===== config.mk =====
export PLATFORM = sky130hd
export DESIGN_NAME = sorter_sequencer
export DESIGN_NICKNAME = d
export VERILOG_FILES = /design/src/rtl/sorter_sequencer.sv
export SDC_FILE = /design/constraint.sdc
export NUM_CORES = 1
export LEC_CHECK = 0
export ABC_AREA = 0
export ABC_CLOCK_PERIOD_IN_PS = 2960
export CORE_ASPECT_RATIO = 1.5
export CORE_MARGIN = 8
export CORE_UTILIZATION = 25
export DETAILED_ROUTE_END_ITERATION = 8
export HOLD_SLACK_MARGIN = 0.02
export PLACE_DENSITY = 0.38
export SYNTH_ARGS = -nofsm -noshare
export SYNTH_HDL_FRONTEND = slang
export SYNTH_SLANG_ARGS = --single-unit

===== constraint.sdc =====
create_clock -name clk -period 2.96 [get_ports clk]
set_input_delay 0.592 -clock clk [delete_from_list [all_inputs] [get_ports clk]]
set_output_delay 0.592 -clock clk [all_outputs]
set_load 0.01 [all_outputs]

===== src/rtl/sorter_sequencer.sv =====
// Operand buffer plus sequential scanner that finds the two largest values and their slots.
// Results are presented with a one-cycle load strobe.
module sorter_sequencer #(
  parameter int N_NUM = 5,
  parameter int W     = 4
) (
  input  logic         clk,
  input  logic         rst_n,
  input  logic [W-1:0] din,
  input  logic         enter,
  input  logic         st,
  input  logic         clear,
  output logic [2:0]   count,
  output logic         full,
  output logic         busy,
  output logic [W-1:0] largest,
  output logic [W-1:0] second,
  output logic [2:0]   idx1,
  output logic [2:0]   idx2,
  output logic         load,
  output logic         done
);

  localparam logic [2:0] NUM  = 3'(N_NUM);
  localparam logic [2:0] LAST = 3'(N_NUM - 1);

  typedef enum logic [1:0] {ENTRY, SCAN, LOAD} state_t;
  state_t state, state_nxt;

  logic [N_NUM-1:0][W-1:0] mem;
  logic [2:0]              scan_i;
  logic [W-1:0]            run_max, run_sec, nxt_max, nxt_sec, v;
  logic [2:0]              run_i1, run_i2, nxt_i1, nxt_i2;
  logic                    sec_vld, nxt_vld;
  logic                    start;

  assign full  = (count == NUM);
  assign busy  = (state != ENTRY);
  assign load  = (state == LOAD);
  // st is judged on the pre-enter count, and wins over a same-cycle enter
  assign start = (state == ENTRY) && !clear && st && full;

  always_ff @(posedge clk or negedge rst_n)
    if (!rst_n) state <= ENTRY;
    else        state <= state_nxt;

  always_comb begin
    state_nxt = state;
    case (state)
      ENTRY: if (start) state_nxt = SCAN;
      SCAN:  if (clear) state_nxt = ENTRY;
             else if (scan_i == LAST) state_nxt = LOAD;
      LOAD:  state_nxt = ENTRY;
      default: state_nxt = ENTRY;
    endcase
  end

  // One compare step; strict > keeps the lowest index on ties
  always_comb begin
    v       = mem[scan_i];
    nxt_max = run_max;
    nxt_i1  = run_i1;
    nxt_sec = run_sec;
    nxt_i2  = run_i2;
    nxt_vld = sec_vld;
    if (v > run_max) begin
      nxt_sec = run_max;
      nxt_i2  = run_i1;
      nxt_max = v;
      nxt_i1  = scan_i;
      nxt_vld = 1'b1;
    end else if (!sec_vld || v > run_sec) begin
      nxt_sec = v;
      nxt_i2  = scan_i;
      nxt_vld = 1'b1;
    end
  end

  always_ff @(posedge clk or negedge rst_n) begin
    if (!rst_n) begin
      mem     <= '0;
      count   <= '0;
      scan_i  <= '0;
      run_max <= '0;
      run_sec <= '0;
      run_i1  <= '0;
      run_i2  <= '0;
      sec_vld <= 1'b0;
      largest <= '0;
      second  <= '0;
      idx1    <= '0;
      idx2    <= '0;
      done    <= 1'b0;
    end else begin
      case (state)
        ENTRY: begin
          if (clear) begin
            count <= '0;
            done  <= 1'b0;
          end else if (start) begin
            run_max <= mem[0];
            run_i1  <= '0;
            run_sec <= '0;
            run_i2  <= '0;
            sec_vld <= 1'b0;
            scan_i  <= 3'd1;
            done    <= 1'b0;
          end else if (enter && !full) begin
            mem[count] <= din;
            count      <= count + 3'd1;
            done       <= 1'b0;
          end
        end
        SCAN: begin
          if (clear) begin
            count <= '0;
            done  <= 1'b0;
          end else begin
            run_max <= nxt_max;
            run_i1  <= nxt_i1;
            run_sec <= nxt_sec;
            run_i2  <= nxt_i2;
            sec_vld <= nxt_vld;
            scan_i  <= scan_i + 3'd1;
            if (scan_i == LAST) begin
              largest <= nxt_max;
              idx1    <= nxt_i1;
              second  <= nxt_sec;
              idx2    <= nxt_i2;
              done    <= 1'b1;
            end
          end
        end
        default: ;
      endcase
    end
  end

endmodule


# Word-level counts from Yosys, hierarchy flattened
# Index checks and enable logic that the tools add are counted.
# classes
addsub,2
magnitude_cmp,5
n_eq_ne,13
n_mux,50
bitwise_logic,2
reduce_logical,19
# op_table
cell,n
$mux W4,11
$mux W3,14
$pmux W3 S2,4
$bwmux W20,1
$pmux W4 S2,2
$bmux W4 S3,1
$demux W4 S3,1
$reduce_and A4 Y1,3
$mux W1,10
$ne A3 B3 Y1 const B,3
$gt A4 B4 Y1,2
$lt A3 B4 Y1 const B,2
$ne A2 B2 Y1 const B,4
$add A3 B1 Y3 const B,2
$eq A3 B3 Y1 const B,2
$mux W2,3
$reduce_and A3 Y1,2
$logic_and A1 B1 Y1,5
$reduce_and A5 Y1,1
$ne A4 B3 Y1 const B,1
$pmux W1 S2,2
$pmux W2 S2,1
$reduce_bool A2 Y1,2
$ge A3 B1 Y1 const B,1
other kinds (8),11
# word_totals
regBits,58
in_bits,9
out_inout_bits,21
elab_cells,109

# Logic depth before layout (Yosys ltp)
# logic_depth
depth_word,8
mapped_depth,13
depth_no_buf,10

# Least setup slack after synthesis
# OpenSTA, ideal clock, no wires.
# synth_path
path_kind,register to register
from,register scan_i[2]
to,register run_i2[0]
setup_ps,122
t_arrival_ps,2545
required_ps,2838
path_slack_ps,293
path_stages_with_launch,11
path_buffers,2
synth_period_minus_slack_ps,2667
cell_sequence,dfrtp_1 -> buf_6 -> mux2_4 -> a221o_1 -> ha_1 -> and2b_1 -> o2111ai_4 -> and2_1 -> buf_4 -> o211ai_2 -> a32o_1
# synth_between
elab_chain_len,8
elab_cells_between_ends,9
classes_between,order compare (2); mux (6); reduce/logical (1)
# synth_rtl
item,line_no,text
"start, declared",31,logic [2:0] scan_i;
"start signal, assigned",124,scan_i <= scan_i + 3'd1;
$bmux W4 S3 (*),60,v = mem[scan_i];
$mux W4 (implied by the code) (*),60,
$gt A4 B4 Y1,72,end else if (!sec_vld || v > run_sec) begin
$logic_or A1 B1 Y1,72,
$mux W3,72,
$mux W3 (*),66,if (v > run_max) begin
$mux W3 (*),115,if (clear) begin
$pmux W3 S2 (*),95,case (state)
"end signal, assigned",122,run_i2 <= nxt_i2;
"end, declared",33,"logic [2:0] run_i1, run_i2, nxt_i1, nxt_i2;"
# Every way passes the cells marked *; elsewhere a longest branch is shown, timed or not. The select of a mux whose other input is x is not followed.
# A chain may end at the register's enable or synchronous reset.

# Worst setup path in the final report
# layout_path
from,register scan_i[2]
to,register second[2]
# layout_between
elab_chain_len,6
elab_cells_between_ends,9
classes_between,order compare (2); eq/ne (1); mux (4); reduce/logical (2)
# layout_rtl
item,line_no,text
$bmux W4 S3,60,
$mux W4 (implied by the code),60,
$gt A4 B4 Y1,72,
$logic_or A1 B1 Y1,72,
$mux W4,72,
$mux W4,66,
"end signal, assigned",128,second <= nxt_sec;
"end, declared",17,"output logic [W-1:0] second,"
# Several ways; a longest one is shown, not always the timed one. The select of a mux whose other input is x is not followed.

==> key figures <==
Run status
  – Status: complete, no violations

STA
  – Worst slew margin: 33.5%
  – Final period demand of the worst path: 2.76 ns
  – Hold slack: 0.435 ns
  – Period utilisation layout: 93.4%
  – Fin. max-slew vios: 0
  – FMAX: 362 MHz
  – # setup viols final: 0
  – Measured slew at the worst slew-check pin: 0.997 ns
  – Final setup margin: 0.196 ns
  – Skew final: 0.00844 ns
  – Final hold viol count: 0
  – RSZ-0062 raised after global routing: no

Setup path
  – Critical Path AT: 3.02 ns
  – CP Class: register to register
  – Startpoint types: register
  – CP Capture Type: register
  – CP max FO: 7
  – CP Data Required Time: 3.21 ns

Power and ir drop
  – Internal: 0.00191 W
  – Net switching power: 0.000589 W
  – Pleak: 1.77 nW
  – Clock power share: 49.6%
  – Seq pwr share: 37.8%
  – Combinational power share: 12.6%
  – VDD IR-drop max: 0.252 mV
  – Pwr Total: 0.00250 W
  – Cell Pwr Density: 621 mW/mm²
  – Switching share of power: 23.6%

Global route
  – Number of global-route vias before repair: 2,530
  – Tot GR Track Use: 11.2%
  – First-pass GRT wire length: 14.0 mm
  – Initial antenna violation count: 0
  – Total gr overflow: 0
  – Largest net degree at the start of global routing: 42

Cells and area
  – Area grow syn2layout: 29.2%
  – N_diodes: 0
  – Fin nets: 347
  – Filler instances: 1,252
  – Layout cells sized above 1: 25.7%
  – Final instance area: 0.00402 mm²

Detailed routing
  – ANT nets after route: 0
  – DR pass1 iterations: 6
  – DR iter-0 viols: 55
  – Via count: 2,330
  – Detail-routed via count per cell: 4.78
  – Remaining DRCs: 0
  – Post-Route WL: 8.46 mm
  – Drt wl/cell: 17.4 µm

Synthesis
  – Unique masters post-synth: 57
  – Seq/Total Area, Yosys: 46.6%
  – Yosys Warn Count: 0
  – Synthesized cell area: 0.00311 mm²
  – EDFF count, synth: 0
  – Synth area leader: dfrtp_1
  – Count leader, synth: dfrtp_1
  – Post-synth top area share: 46.6%
  – Most frequent cells after synthesis: dfrtp_1, nand2_1, a21oi_1, mux2_2, nor2_1
  – Ys async rst share: 100%
  – Synth top area cells: dfrtp_1, mux2_2, ha_1
  – Net Count, Synth: 301
  – Post-Synthesis Cells: 280
  – #FFs+latches synth: 58
  – Primary FF master, synth: dfrtp_1
  – Mean post-synth cell area: 11.1 µm²

CTS
  – Htree depth: 3
  – Insertion delay to the later sink of the worst-skew pair: 0.33 ns
  – CTS tree: yes
  – Hold Buf Count CTS: 0
  – Clock root cell: clkbuf_16
  – Total CTS buffers: 9
  – # clock sinks: 58
  – Reg clk slew, reported paths: 0.05 ns
  – Clock tree buffer depth: 2

Place
  – Gp weighted congestion: 0.735
  – Port Buffer Count: 29
  – DPL Wire Length: 6.43 mm
  – Setup WS pre-CTS: -0.161 ns
  – Dpl cell area: 0.00365 mm²

Die
  – IO Pins: 30
  – Initial Util: 25.2%
  – CORE AREA: 0.0123 mm²
  – Row cnt: 50
  – Die area: 0.0163 mm²
  – Die H: 153 µm
  – Die Span X: 107 µm

Worst hold path
  – Hold Path Class: input pin to async pin

Flow run
  – Max Cap Viol: 0
## path summary, 6_finish.rpt
path | start | endpoint | slack [ns] | depth (start not counted)
min | rst_n | state[1]$_DFFE_PN0P_ | 0.44 | 1
min reg2reg | idx1[2]$_DFFE_PN0P_ | idx1[2]$_DFFE_PN0P_ | 0.46 | 2
min in group clk | idx1[2]$_DFFE_PN0P_ | idx1[2]$_DFFE_PN0P_ | 0.46 | 2
max | scan_i[2]$_DFFE_PN0P_ | second[2]$_DFFE_PN0P_ | 0.20 | 9
max reg2reg | scan_i[2]$_DFFE_PN0P_ | second[2]$_DFFE_PN0P_ | 0.20 | 9
max in group asynchronous | rst_n | idx1[0]$_DFFE_PN0P_ | 1.80 | 2
## critical path, cell delays in order, from the launching register on
cell,delay (ns)
dfrtp_2,0.47
mux2_4,0.31
a221o_1,0.42
ha_1,0.34
and2b_1,0.19
o2111ai_4,0.18
and2_1,0.34
buf_4,0.19
o211ai_2,0.09
a21oi_1,0.15
## state kept, by name, indices dropped and copies added (netlist names), 2 cells and up
signal   cells
count        3
idx1         3
idx2         3
largest      4
mem         20
run_i1       3
run_i2       3
run_max      4
run_sec      4
scan_i       3
second       4
state        2
## kinds of logic after synthesis
| logic type | count (synthesis) | synth area share (%) |
|---|---|---|
| multiplexers | 32 | 11.9 |
| XOR/XNOR | 1 | 0.282 |
| buffers and inverters | 27 | 4.26 |
| AO/OA/AOI/OAI | 76 | 17.9 |
| flip-flops | 58 | 46.6 |
| adder cells (fa/ha/maj) | 12 | 4.82 |
| AND/OR/NAND/NOR | 74 | 14.2 |
## metrics by stage
| stage | util, % | setup TNS, ns | cells |
|---|---|---|---|
| 2_1_floorplan | - | 0 | 280 |
| 3_3_place_gp | 29.6 | -0.206 | 471 |
| 3_5_place_dp | 29.6 | -1.82 | 471 |
| 4_1_cts | 32.5 | 0 | 487 |
| 5_1_grt | 32.6 | 0 | 487 |
| 6_report | 32.6 | 0 | 487 |
## final cells by class
| type | instances | area (µm²) | share of cell area [%] |
|---|---|---|---|
| timing repair buffer | 47 | 420 | 10.5 |
| sequential | 58 | 1450 | 36.2 |
| clock buffer | 12 | 256 | 6.38 |
| multi-input combinational | 195 | 1540 | 38.3 |
| clock inverter | 4 | 97.6 | 2.43 |
| tap | 156 | 195 | 4.85 |
| inverter | 15 | 56.3 | 1.40 |
## layout by cell type (no fill, tap or decap), types with 12 or more instances in the layout
| cell | netlist | layout |
|---|---|---|
| buf_4 | 3 | 18 |
| dfrtp_1 | 58 | 56 |
| a21oi_1 | 18 | 17 |
| ha_1 | 12 | 12 |
| inv_1 | 13 | 13 |
| nor2_1 | 16 | 16 |
| o21ai_0 | 14 | 14 |
| clkdlybuf4s50_1 | 0 | 28 |
| nand2_1 | 20 | 20 |
| mux2_2 | 17 | 17 |
## metal layers
metal | track usage [%] | vias to the layer above | routed length (µm)
li1 | - | 1123 | -
met1 | 12.0 | 1161 | 3310
met2 | 19.8 | 33 | 4700
met3 | 2.67 | 13 | 255
met4 | 5.39 | 0 | 196
met5 | 0 | - | 0
## power by group through the flow
stage | sequential [W] | combinational [W] | clock [W]
final | 0.000944 | 0.000314 | 0.00124
after global placement | 0.000958 | 0.000317 | 0
after floorplan | 0.000931 | 0.000218 | 0
after global routing | 0.000958 | 0.000352 | 0.00131
after CTS | 0.000946 | 0.000323 | 0.00127
after detailed placement | 0.000959 | 0.000320 | 0
## repair_timing
| item | in CTS | in global routing |
|---|---|---|
| setup buffers | 0 | 0 |
| endpoints found under the setup margin | 23 | 24 |
| gates resized for setup | 2 | 4 |
(Power assumes the default switching activity.)
